File: src/rtl/stream_in_fifo.sv
// Per-input FWFT beat FIFO in front of a crossbar slave port, tracking whole stored packets.
// Define STREAM_IN_FIFO_SAF_EN to hold output until a packet is complete (store-and-forward).
module stream_in_fifo #(
  parameter int T_DATA_WIDTH = 8,
  parameter int T_DEST_WIDTH = 2,
  parameter int DEPTH        = 8,
  parameter int MAX_PACKETS  = 8
) (
  input  logic                             clk,
  input  logic                             rst_n,
  input  logic [T_DATA_WIDTH-1:0]          s_data_i,
  input  logic [T_DEST_WIDTH-1:0]          s_dest_i,
  input  logic                             s_last_i,
  input  logic                             s_valid_i,
  output logic                             s_ready_o,
  output logic [T_DATA_WIDTH-1:0]          m_data_o,
  output logic [T_DEST_WIDTH-1:0]          m_dest_o,
  output logic                             m_last_o,
  output logic                             m_valid_o,
  input  logic                             m_ready_i,
  output logic [$clog2(DEPTH):0]           fill_o,
  output logic [$clog2(MAX_PACKETS):0]     pkt_cnt_o
);

  localparam int AW = $clog2(DEPTH);
  localparam int FW = AW + 1;
  localparam int PW = $clog2(MAX_PACKETS) + 1;
  localparam logic [FW-1:0] FILL_FULL = FW'(DEPTH);
  localparam logic [PW-1:0] PKT_FULL  = PW'(MAX_PACKETS);

  typedef struct packed {
    logic [T_DATA_WIDTH-1:0] data;
    logic [T_DEST_WIDTH-1:0] dest;
    logic                    last;
  } beat_t;

  beat_t          r_mem [DEPTH];
  logic [AW-1:0]  r_wr_ptr;
  logic [AW-1:0]  r_rd_ptr;
  logic [FW-1:0]  r_fill;
  logic [PW-1:0]  r_pkt_cnt;
  logic           r_out_en;

  beat_t          w_head;
  logic           w_wr;
  logic           w_rd;
  logic           w_m_valid;
  logic           w_pkt_in;
  logic           w_pkt_out;

  // r_out_en keeps s_ready_o low through reset and releases it one edge later.
  assign s_ready_o = r_out_en && (r_fill != FILL_FULL) && (r_pkt_cnt != PKT_FULL);
  assign w_wr      = s_valid_i && s_ready_o;
  assign w_rd      = w_m_valid && m_ready_i;
  assign w_head    = r_mem[r_rd_ptr];
  assign w_pkt_in  = w_wr && s_last_i;
  assign w_pkt_out = w_rd && w_head.last;

  assign m_data_o  = w_head.data;
  assign m_dest_o  = w_head.dest;
  assign m_last_o  = w_head.last;
  assign m_valid_o = w_m_valid;
  assign fill_o    = r_fill;
  assign pkt_cnt_o = r_pkt_cnt;

`ifdef STREAM_IN_FIFO_SAF_EN
  logic r_saf_release;

  // A packet longer than the FIFO can never complete; release it rather than deadlock.
  always_ff @(posedge clk or negedge rst_n) begin
    if (!rst_n) begin
      r_saf_release <= 1'b0;
    end else if (w_pkt_out) begin
      r_saf_release <= 1'b0;
    end else if ((r_fill == FILL_FULL) && (r_pkt_cnt == '0)) begin
      r_saf_release <= 1'b1;
    end
  end

  assign w_m_valid = (r_fill != '0) && ((r_pkt_cnt != '0) || r_saf_release);
`else
  assign w_m_valid = (r_fill != '0);
`endif

  always_ff @(posedge clk) begin
    if (w_wr) begin
      r_mem[r_wr_ptr] <= '{data: s_data_i, dest: s_dest_i, last: s_last_i};
    end
  end

  always_ff @(posedge clk or negedge rst_n) begin
    if (!rst_n) begin
      r_wr_ptr  <= '0;
      r_rd_ptr  <= '0;
      r_fill    <= '0;
      r_pkt_cnt <= '0;
      r_out_en  <= 1'b0;
    end else begin
      r_out_en <= 1'b1;
      if (w_wr) r_wr_ptr <= r_wr_ptr + AW'(1);
      if (w_rd) r_rd_ptr <= r_rd_ptr + AW'(1);
      if (w_wr && !w_rd)      r_fill <= r_fill + FW'(1);
      else if (!w_wr && w_rd) r_fill <= r_fill - FW'(1);
      if (w_pkt_in && !w_pkt_out)      r_pkt_cnt <= r_pkt_cnt + PW'(1);
      else if (!w_pkt_in && w_pkt_out) r_pkt_cnt <= r_pkt_cnt - PW'(1);
    end
  end

endmodule
File: config.mk
export PLATFORM = sky130hd
export DESIGN_NAME = stream_in_fifo
export DESIGN_NICKNAME = d
export VERILOG_FILES = /design/src/rtl/stream_in_fifo.sv
export SDC_FILE = /design/constraint.sdc
export NUM_CORES = 1
export LEC_CHECK = 0
export ABC_AREA = 1
export CAP_MARGIN = 30
export CORE_ASPECT_RATIO = 1.2
export CORE_MARGIN = 5
export CORE_UTILIZATION = 25
export CTS_CLUSTER_SIZE = 16
export DETAILED_ROUTE_END_ITERATION = 8
export REMOVE_ABC_BUFFERS = 1
export SYNTH_ARGS = -nofsm -noshare
export SYNTH_HDL_FRONTEND = slang
export SYNTH_SLANG_ARGS = --single-unit
File: constraint.sdc
create_clock -name clk -period 5.6 [get_ports clk]
set_clock_uncertainty 0.2 [all_clocks]
set_input_delay 0.56 -clock clk [delete_from_list [all_inputs] [get_ports clk]]
set_output_delay 0.56 -clock clk [all_outputs]
set_load 0.03 [all_outputs]
==> results.yml, run 1 <==
outcome:
  status: "complete, no violations"
die:
  coreArea_um2: 17600
  std_cell_rows: 53
  ios: 36
  die_area_um2: 20800
  die_y_um: 157
  start_util_pct: 25.6
  die_w_um: 133
routing:
  drt_iter0_drc: 210
  postRouteAntennaNets: 0
  wirelength_mm: 9.65
  vias: 2960
  detail_route.wl_per_cell_um: 14.1
  post-route-drc-count: 0
  via_per_inst: 4.32
  drt-pass1-iter-count: 5
global_routing:
  track_usage_pct: 9.59
  grt_pass1_wl_mm: 15.5
  grt_overflow_total: 0
  grt_pass1_vias: 2978
  grt_max_degree: 48
  antenna_found_initial: 0
placement:
  dp.final_hpwl_mm: 6.22
  io_buffers: 35
  dp_cells: 669
  post-place-ws_ps: 2340
  gp_congestion: 0.751
synthesis:
  synth.distinct_cells: 25
  yosysSeqAreaShare_pct: 66.9
  syn_area_um2: 4510
  yosysWarnings: 0
  synthCells: 422
  avgSynthCellArea_um2: 10.7
  synth_seq_cells: 103
layout:
  layout_common_cells: "100 x nor2_1, 93 x nand2_1, 88 x edfxtp_1"
  num_antenna_cells: 0
  stdcell_count: 685
  layout.nets: 485
  final_common_cell: "nor2_1"
  drive_gt1_share_pct: 6.02
  post-route-util_pct: 30.5
  area_growth_pct: 19.3
clocking:
  cts_setup_buffers: 0
  htreeDepth: 3
  hold_buffers: 0
  clk_latency_ps: 340
  numClockSinks: 103
  cts_repair_resize_count: 0
  cts_tree: "done"
  cts_buffer_depth: 2
  cts_buffers: 9
  clockRootBuffer: "clkbuf_16"
  clk_pin_slew_ps: 70
setup_path:
  crit_top_cell: "nand2_1"
  path_class: "flop to output pin"
  endpoint_kind: "output pin"
  crit_family: "buffers and inverters"
  worst-endpoint-required_ps: 4840
  path_buf_inv: 2
  path_cells: "inv_2 > nor2_1 > o21ai_1 > nand2_1 > nand2_1 > nand2_1 > clkdlybuf4s50_1"
  cp_slowest_cell: "dfrtp_1"
  path_max_fanout: 25
  critPathMaxStageDelay_ps: 920
  startpoint_type: "flop"
  worstPathArrival_ps: 2850
sta:
  fin_setup_tns_ps: 0
  layout_setup_ws_ps: 1990
  hold_ws_ps: 349
  period_needed_ps: 3610
  finalHoldViolCount: 0
  fmax_mhz: 277
  finalCritPeriodShare_pct: 64.5
  setup_viol: 0
  tightestPinTransition_ps: 875
  grt_setup_unrepaired: "false"
  final-max-slew-violation-count: 0
  slew_headroom_pct: 41.7
run:
  max-cap-violations: 0
pwr:
  ir_drop_uv: 285
  power_leakage_nw: 2.05
  combPwrFrac_pct: 43.5
  p_int_w: 0.00172
  switching_power_w: 0.00118
  power_density_nw_per_um2: 538
  seqPwrFrac_pct: 36.6
  switching_share_pct: 40.6
  clkPwrFrac_pct: 19.9
min_path:
  hold_class: "flop to flop"
-- Yosys cell counts (all sizes together) --
cell    instances  area share, %
clkbuf          3           0.25
xnor2           5           0.97
conb            1          0.083
and2            1           0.14
dfrtp          15            8.3
nand2          94            7.9
edfxtp         88             59
buf            14            2.3
ha              8            2.2
xor2            3           0.58
nand3          16            1.8
o21ai          44            4.9
nand4           4           0.69
fa              2           0.89
inv            20            1.7
a21oi           3           0.33
nor2          101            8.5
-- kinds of logic after synthesis --
kind of cell / after synthesis / share of synthesized area, %
AO/OA/AOI/OAI: 47 / 5.21
adder cells (fa/ha/maj): 10 / 3.11
buffers and inverters: 37 / 4.19
XOR/XNOR: 8 / 1.55
flip-flops: 103 / 66.9
other: 1 / 0.0831
AND/OR/NAND/NOR: 216 / 18.9
-- final cells by class --
type                       count  area (um2)
fill                        1783       12300
sequential                   103        3020
multi-input combinational    282        1300
timing repair buffer          44         433
tap                          220         275
clock buffer                  12         246
inverter                      20        75.1
clock inverter                 4        30.0
-- metrics by stage --
step	instance area, um2	total power (W)
after floorplan	4400	0.00188
after global placement	5060	0.00230
after detailed placement	5100	0.00235
after CTS	5380	0.00293
after global routing	5380	0.00312
final	5380	0.00290
-- power groups by stage --
stage               sequential, W  combinational, W  clock [W]
CTS                       0.00106           0.00128   0.000589
floorplan                 0.00113          0.000752          0
global placement          0.00107           0.00123          0
global route              0.00108           0.00142   0.000622
finish                    0.00106           0.00126   0.000578
detailed placement        0.00108           0.00127          0
-- sequential cells by signal, indices dropped and copies added (netlist names) --
signal / count
pkt_cnt_o: 4
fill_o: 4
r_rd_ptr: 3
r_mem: 88
r_wr_ptr: 3
r_out_en: 1
-- final timing paths --
kind	startpoint	end	slack, ps	depth (start not counted)
worst min register to register	pkt_cnt_o[2]	pkt_cnt_o[2]	350	2
worst max-delay path	r_rd_ptr[1]	m_data_o[6]	1990	7
max in group asynchronous	rst_n	fill_o[3]	4280	1
worst max register to register	r_rd_ptr[1]	pkt_cnt_o[3]	2410	12
min in group asynchronous	rst_n	pkt_cnt_o[2]	450	1
worst min-delay path	pkt_cnt_o[2]	pkt_cnt_o[2]	350	2
-- per-layer routing --
metal	global-route usage (%)	part of all wire, %	vias to the layer above
met1	11.7	44	1395
met3	2.01	4.6	11
met5	0	0	-
met4	3.86	1.3	0
met2	16.6	50	69
li1	-	-	1485
-- worst reg2reg max path, cell delays in order (launching register included) --
cell and delay, ps:
dfrtp_1 920, inv_2 400, nor2_1 190, nand2_1 60
nand3_1 100, nand3_1 110, ha_1 250, inv_1 140
ha_1 280, a21oi_1 210, nand3_1 110, nand3_1 80
nand2_1 50
(Power assumes the default switching activity.)
==> run 2, diff against run 1 <==
- clock period: 5.6 -> 3.2 ns (I/O delays scaled with it)
==> results.yml, run 2 (synthesis results as in run 1) <==
routing:
  postRouteAntennaNets: 0
  via_per_inst: 4.31
  wirelength_mm: 9.79
  drt_iter0_drc: 243
  post-route-drc-count: 0
  vias: 2985
  drt-pass1-iter-count: 4
  detail_route.wl_per_cell_um: 14.1
global_routing:
  track_usage_pct: 9.90
  grt_pass1_vias: 3126
  grt_overflow_total: 0
  grt_max_degree: 21
  grt_pass1_wl_mm: 16.2
  antenna_found_initial: 0
die:
  std_cell_rows: 53
  die_area_um2: 20800
  coreArea_um2: 17600
  die_w_um: 133
  start_util_pct: 25.6
  die_y_um: 157
  ios: 36
clocking:
  clockRootBuffer: "clkbuf_16"
  cts_repair_resize_count: 0
  cts_tree: "done"
  hold_buffers: 0
  cts_setup_buffers: 0
  clk_pin_slew_ps: 70
  cts_buffers: 9
  cts_buffer_depth: 2
  clk_latency_ps: 340
  numClockSinks: 103
  htreeDepth: 3
sta:
  setup_viol: 0
  finalHoldViolCount: 0
  final-max-slew-violation-count: 0
  period_needed_ps: 2880
  fin_setup_tns_ps: 0
  fmax_mhz: 347
  grt_setup_unrepaired: "false"
  layout_setup_ws_ps: 320
  finalCritPeriodShare_pct: 90.0
  slew_headroom_pct: 50.1
  tightestPinTransition_ps: 746
  hold_ws_ps: 224
layout:
  largest_register_ffs: 88
  area_growth_pct: 19.8
  nFillCells: 1791
  layout_common_cells: "100 x nor2_1, 93 x nand2_1, 88 x edfxtp_1"
  regMostFlops: "r_mem"
  post-route-util_pct: 30.6
  drive_gt1_share_pct: 9.30
  final_common_cell: "nor2_1"
  layout.nets: 493
  num_antenna_cells: 0
setup_path:
  path_buf_inv: 3
  cp_slowest_cell: "clkdlybuf4s50_1"
  worst-endpoint-required_ps: 2680
  crit_family: "buffers and inverters"
  path_class: "flop to output pin"
  critPathMaxStageDelay_ps: 660
  crit_top_cell: "nand2_1"
  endpoint_kind: "output pin"
  startpoint_type: "flop"
  path_max_fanout: 17
  path_cells: "inv_2 > buf_4 > o21ai_1 > nand2_1 > nand2_1 > nand2_1 > clkdlybuf4s50_1"
  worstPathArrival_ps: 2360
  ff2ff_setup_slack_ps: 550
placement:
  post-place-ws_ps: 443
  dp.final_hpwl_mm: 6.37
  gp_congestion: 0.735
  io_buffers: 35
run:
  max-cap-violations: 0
pwr:
  p_int_w: 0.00302
  seqPwrFrac_pct: 35.2
  ir_drop_uv: 449
  combPwrFrac_pct: 45.3
  power_leakage_nw: 2.09
  power_density_nw_per_um2: 946
  clkPwrFrac_pct: 19.5
  switching_share_pct: 41.0
  switching_power_w: 0.00210
min_path:
  hold_class: "input port to async pin"
outcome:
  status: "complete, no violations"
-- run 2: worst paths after layout --
check	start	endpoint	cells past startpoint
min in group clk	pkt_cnt_o[2]	pkt_cnt_o[2]	2
worst max register to register	r_rd_ptr[0]	pkt_cnt_o[3]	11
worst min-delay path	rst_n	pkt_cnt_o[0]	1
max in group asynchronous	rst_n	fill_o[3]	1
worst max-delay path	r_rd_ptr[0]	m_data_o[5]	7
worst min register to register	pkt_cnt_o[2]	pkt_cnt_o[2]	2
-- run 2: layout make-up --
class | instances | area (um2) | share of cell area [%]
flip-flops and latches | 103 | 3020 | 55.8
multi-input cells | 282 | 1300 | 24.1
clock inverters | 6 | 42.5 | 0.787
inverters | 20 | 75.1 | 1.39
well taps | 220 | 275 | 5.09
repair buffers | 52 | 460 | 8.52
clock buffers | 10 | 229 | 4.24
-- run 2: metal layers --
layer  vias up  GRT usage [%]  wire (um)
li1       1499              -          -
met2        56           17.2       4770
met4         0           2.77         98
met3         9           2.65        543
met5         -              0          0
met1      1421           12.2       4380
-- run 2: power groups by stage --
stage	clock, W	combinational (W)	sequential [W]
final	0.000998	0.00232	0.00180
after global routing	0.00108	0.00261	0.00183
after CTS	0.00103	0.00236	0.00180
after detailed placement	0	0.00234	0.00183
after global placement	0	0.00229	0.00181
after floorplan	0	0.00132	0.00197
-- run 2: metrics by stage --
step / instance area, um2 / cells / power, W
2_1_floorplan: 4400 / 405 / 0.00329
3_3_place_gp: 5130 / 677 / 0.00410
3_5_place_dp: 5130 / 677 / 0.00417
4_1_cts: 5400 / 693 / 0.00519
5_1_grt: 5400 / 693 / 0.00552
6_report: 5400 / 693 / 0.00511
==> run 3, diff against run 2 <==
- CORE_UTILIZATION: 25 -> 30
==> results.yml, run 3 (synthesis results as in run 1) <==
sta:
  setup_viol: 0
  finalCritPeriodShare_pct: 88.2
  final-max-slew-violation-count: 0
  finalHoldViolCount: 0
  slew_headroom_pct: 50.7
  fmax_mhz: 354
  fin_setup_tns_ps: 0
  tightestPinTransition_ps: 737
  period_needed_ps: 2820
  grt_setup_unrepaired: "false"
  layout_setup_ws_ps: 379
setup_path:
  cp_slowest_cell: "clkdlybuf4s50_1"
  cp-endpoint: "m_data_o[6]"
  ff2ff_setup_slack_ps: 520
  path_max_fanout: 47
  path_class: "flop to output pin"
  critPathMaxStageDelay_ps: 660
  path_cells: "buf_4 > nor2_1 > nor2_1 > o21ai_1 > nand2_1 > nand2_1 > nand2_1 > clkdlybuf4s50_1"
  worst-path-stages: 8
  critPathLaunch: "r_rd_ptr[0]"
  worstPathArrival_ps: 2300
  r2r-end: "pkt_cnt_o[3]"
  path_buf_inv: 2
  endpoint_kind: "output pin"
  worst-endpoint-required_ps: 2680
  crit_family: "buffers and inverters"
  r2r-start: "r_rd_ptr[0]"
  crit_top_cell: "nand2_1"
  startpoint_type: "flop"
  worst-r2r-cell-count: 13
clocking:
  clk_pin_slew_ps: 70
  numClockSinks: 103
  clk_latency_ps: 340
  htreeDepth: 3
  clockRootBuffer: "clkbuf_16"
  cts_setup_buffers: 0
  cts_buffer_depth: 2
  cts_tree: "done"
  hold_buffers: 0
  cts_repair_resize_count: 0
  cts_buffers: 9
layout:
  num_antenna_cells: 0
  post-route-util_pct: 36.3
  layout_common_cells: "100 x nor2_1, 93 x nand2_1, 88 x edfxtp_1"
  area_growth_pct: 19.9
  regMostFlops: "r_mem"
  largest_register_ffs: 88
  final_common_cell: "nor2_1"
  nFillCells: 1473
  layout.nets: 491
  drive_gt1_share_pct: 8.28
  stdcell_area_um2: 5410
pwr:
  power_leakage_nw: 2.10
  power_density_nw_per_um2: 963
  fin_total_pwr_w: 0.00521
  ir_drop_uv: 538
placement:
  post-place-ws_ps: 404
  placed_cell_area_um2: 5100
  io_buffers: 35
  gp_congestion: 0.759
  dp.final_hpwl_mm: 5.96
die:
  coreArea_um2: 14900
  std_cell_rows: 49
  die_area_um2: 17600
  start_util_pct: 30.3
  die_w_um: 122
  ios: 36
  die_y_um: 144
global_routing:
  grt_pass1_vias: 2887
  use_met1_pct: 14.1
  grt_overflow_total: 0
  grt_max_degree: 48
  top_usage_layer: "met2"
  track_usage_pct: 11.4
  antenna_found_initial: 0
  grt_pass1_wl_mm: 15.1
  grtUsageMet2_pct: 19.4
  grtUsageMet3_pct: 2.70
routing:
  post-route-drc-count: 0
  drt_iter0_drc: 123
  drt-pass1-iter-count: 4
  detail_route.wl_per_cell_um: 14.2
  postRouteAntennaNets: 0
  wirelength_mm: 9.56
  via_per_inst: 4.40
  vias: 2971
outcome:
  status: "complete, no violations"
run:
  max-cap-violations: 0
min_path:
  hold_class: "input port to async pin"
[run 3: layout make-up]
class / instances / area [um2] / share of cell area [%]
Sequential cell: 103 / 3020 / 55.8
Multi-Input combinational cell: 282 / 1300 / 24.1
Timing Repair Buffer: 50 / 453 / 8.37
Tap cell: 204 / 255 / 4.72
Clock buffer: 10 / 229 / 4.23
Clock inverter: 6 / 76.3 / 1.41
Inverter: 20 / 75.1 / 1.39
[run 3: worst min path at each step]
stage / from / to / slack, ps / cells past startpoint
after floorplan: rst_n / fill_o[0] / -180 / 0
after global placement: pkt_cnt_o[2] / pkt_cnt_o[2] / 340 / 2
after detailed placement: pkt_cnt_o[2] / pkt_cnt_o[2] / 340 / 2
after CTS: rst_n / pkt_cnt_o[2] / 240 / 1
after global routing: rst_n / pkt_cnt_o[2] / 280 / 1
final: rst_n / pkt_cnt_o[2] / 210 / 1
[run 3: stage by stage]
stage,cells,hold slack (ps)
4_1_cts,675,239
2_1_floorplan,405,-176
3_3_place_gp,659,341
6_report,675,212
3_5_place_dp,659,342
5_1_grt,675,285
[run 3: per-layer routing]
metal  vias to the layer above  wire [um]
li1                       1496          -
met1                      1407       4170
met2                        55       4820
met3                        13        400
met4                         0        161
met5                         -          0
[run 3: report_power, final]
part | internal (W) | switching, W
clock | 0.000619 | 0.000490
sequential | 0.00163 | 0.000155
combinational | 0.000855 | 0.00146
[run 3: worst reg2reg max path, cell delays in order, from the launching register on]
cell     delay (ps)
dfrtp_1         360
buf_4           450
nor2_1          110
nor2_1           90
o21ai_0          90
nand3_1         100
nand3_1          90
ha_1            250
inv_1           130
ha_1            280
a21oi_1         210
nand3_1         110
nand3_1          70
nand2_1          50
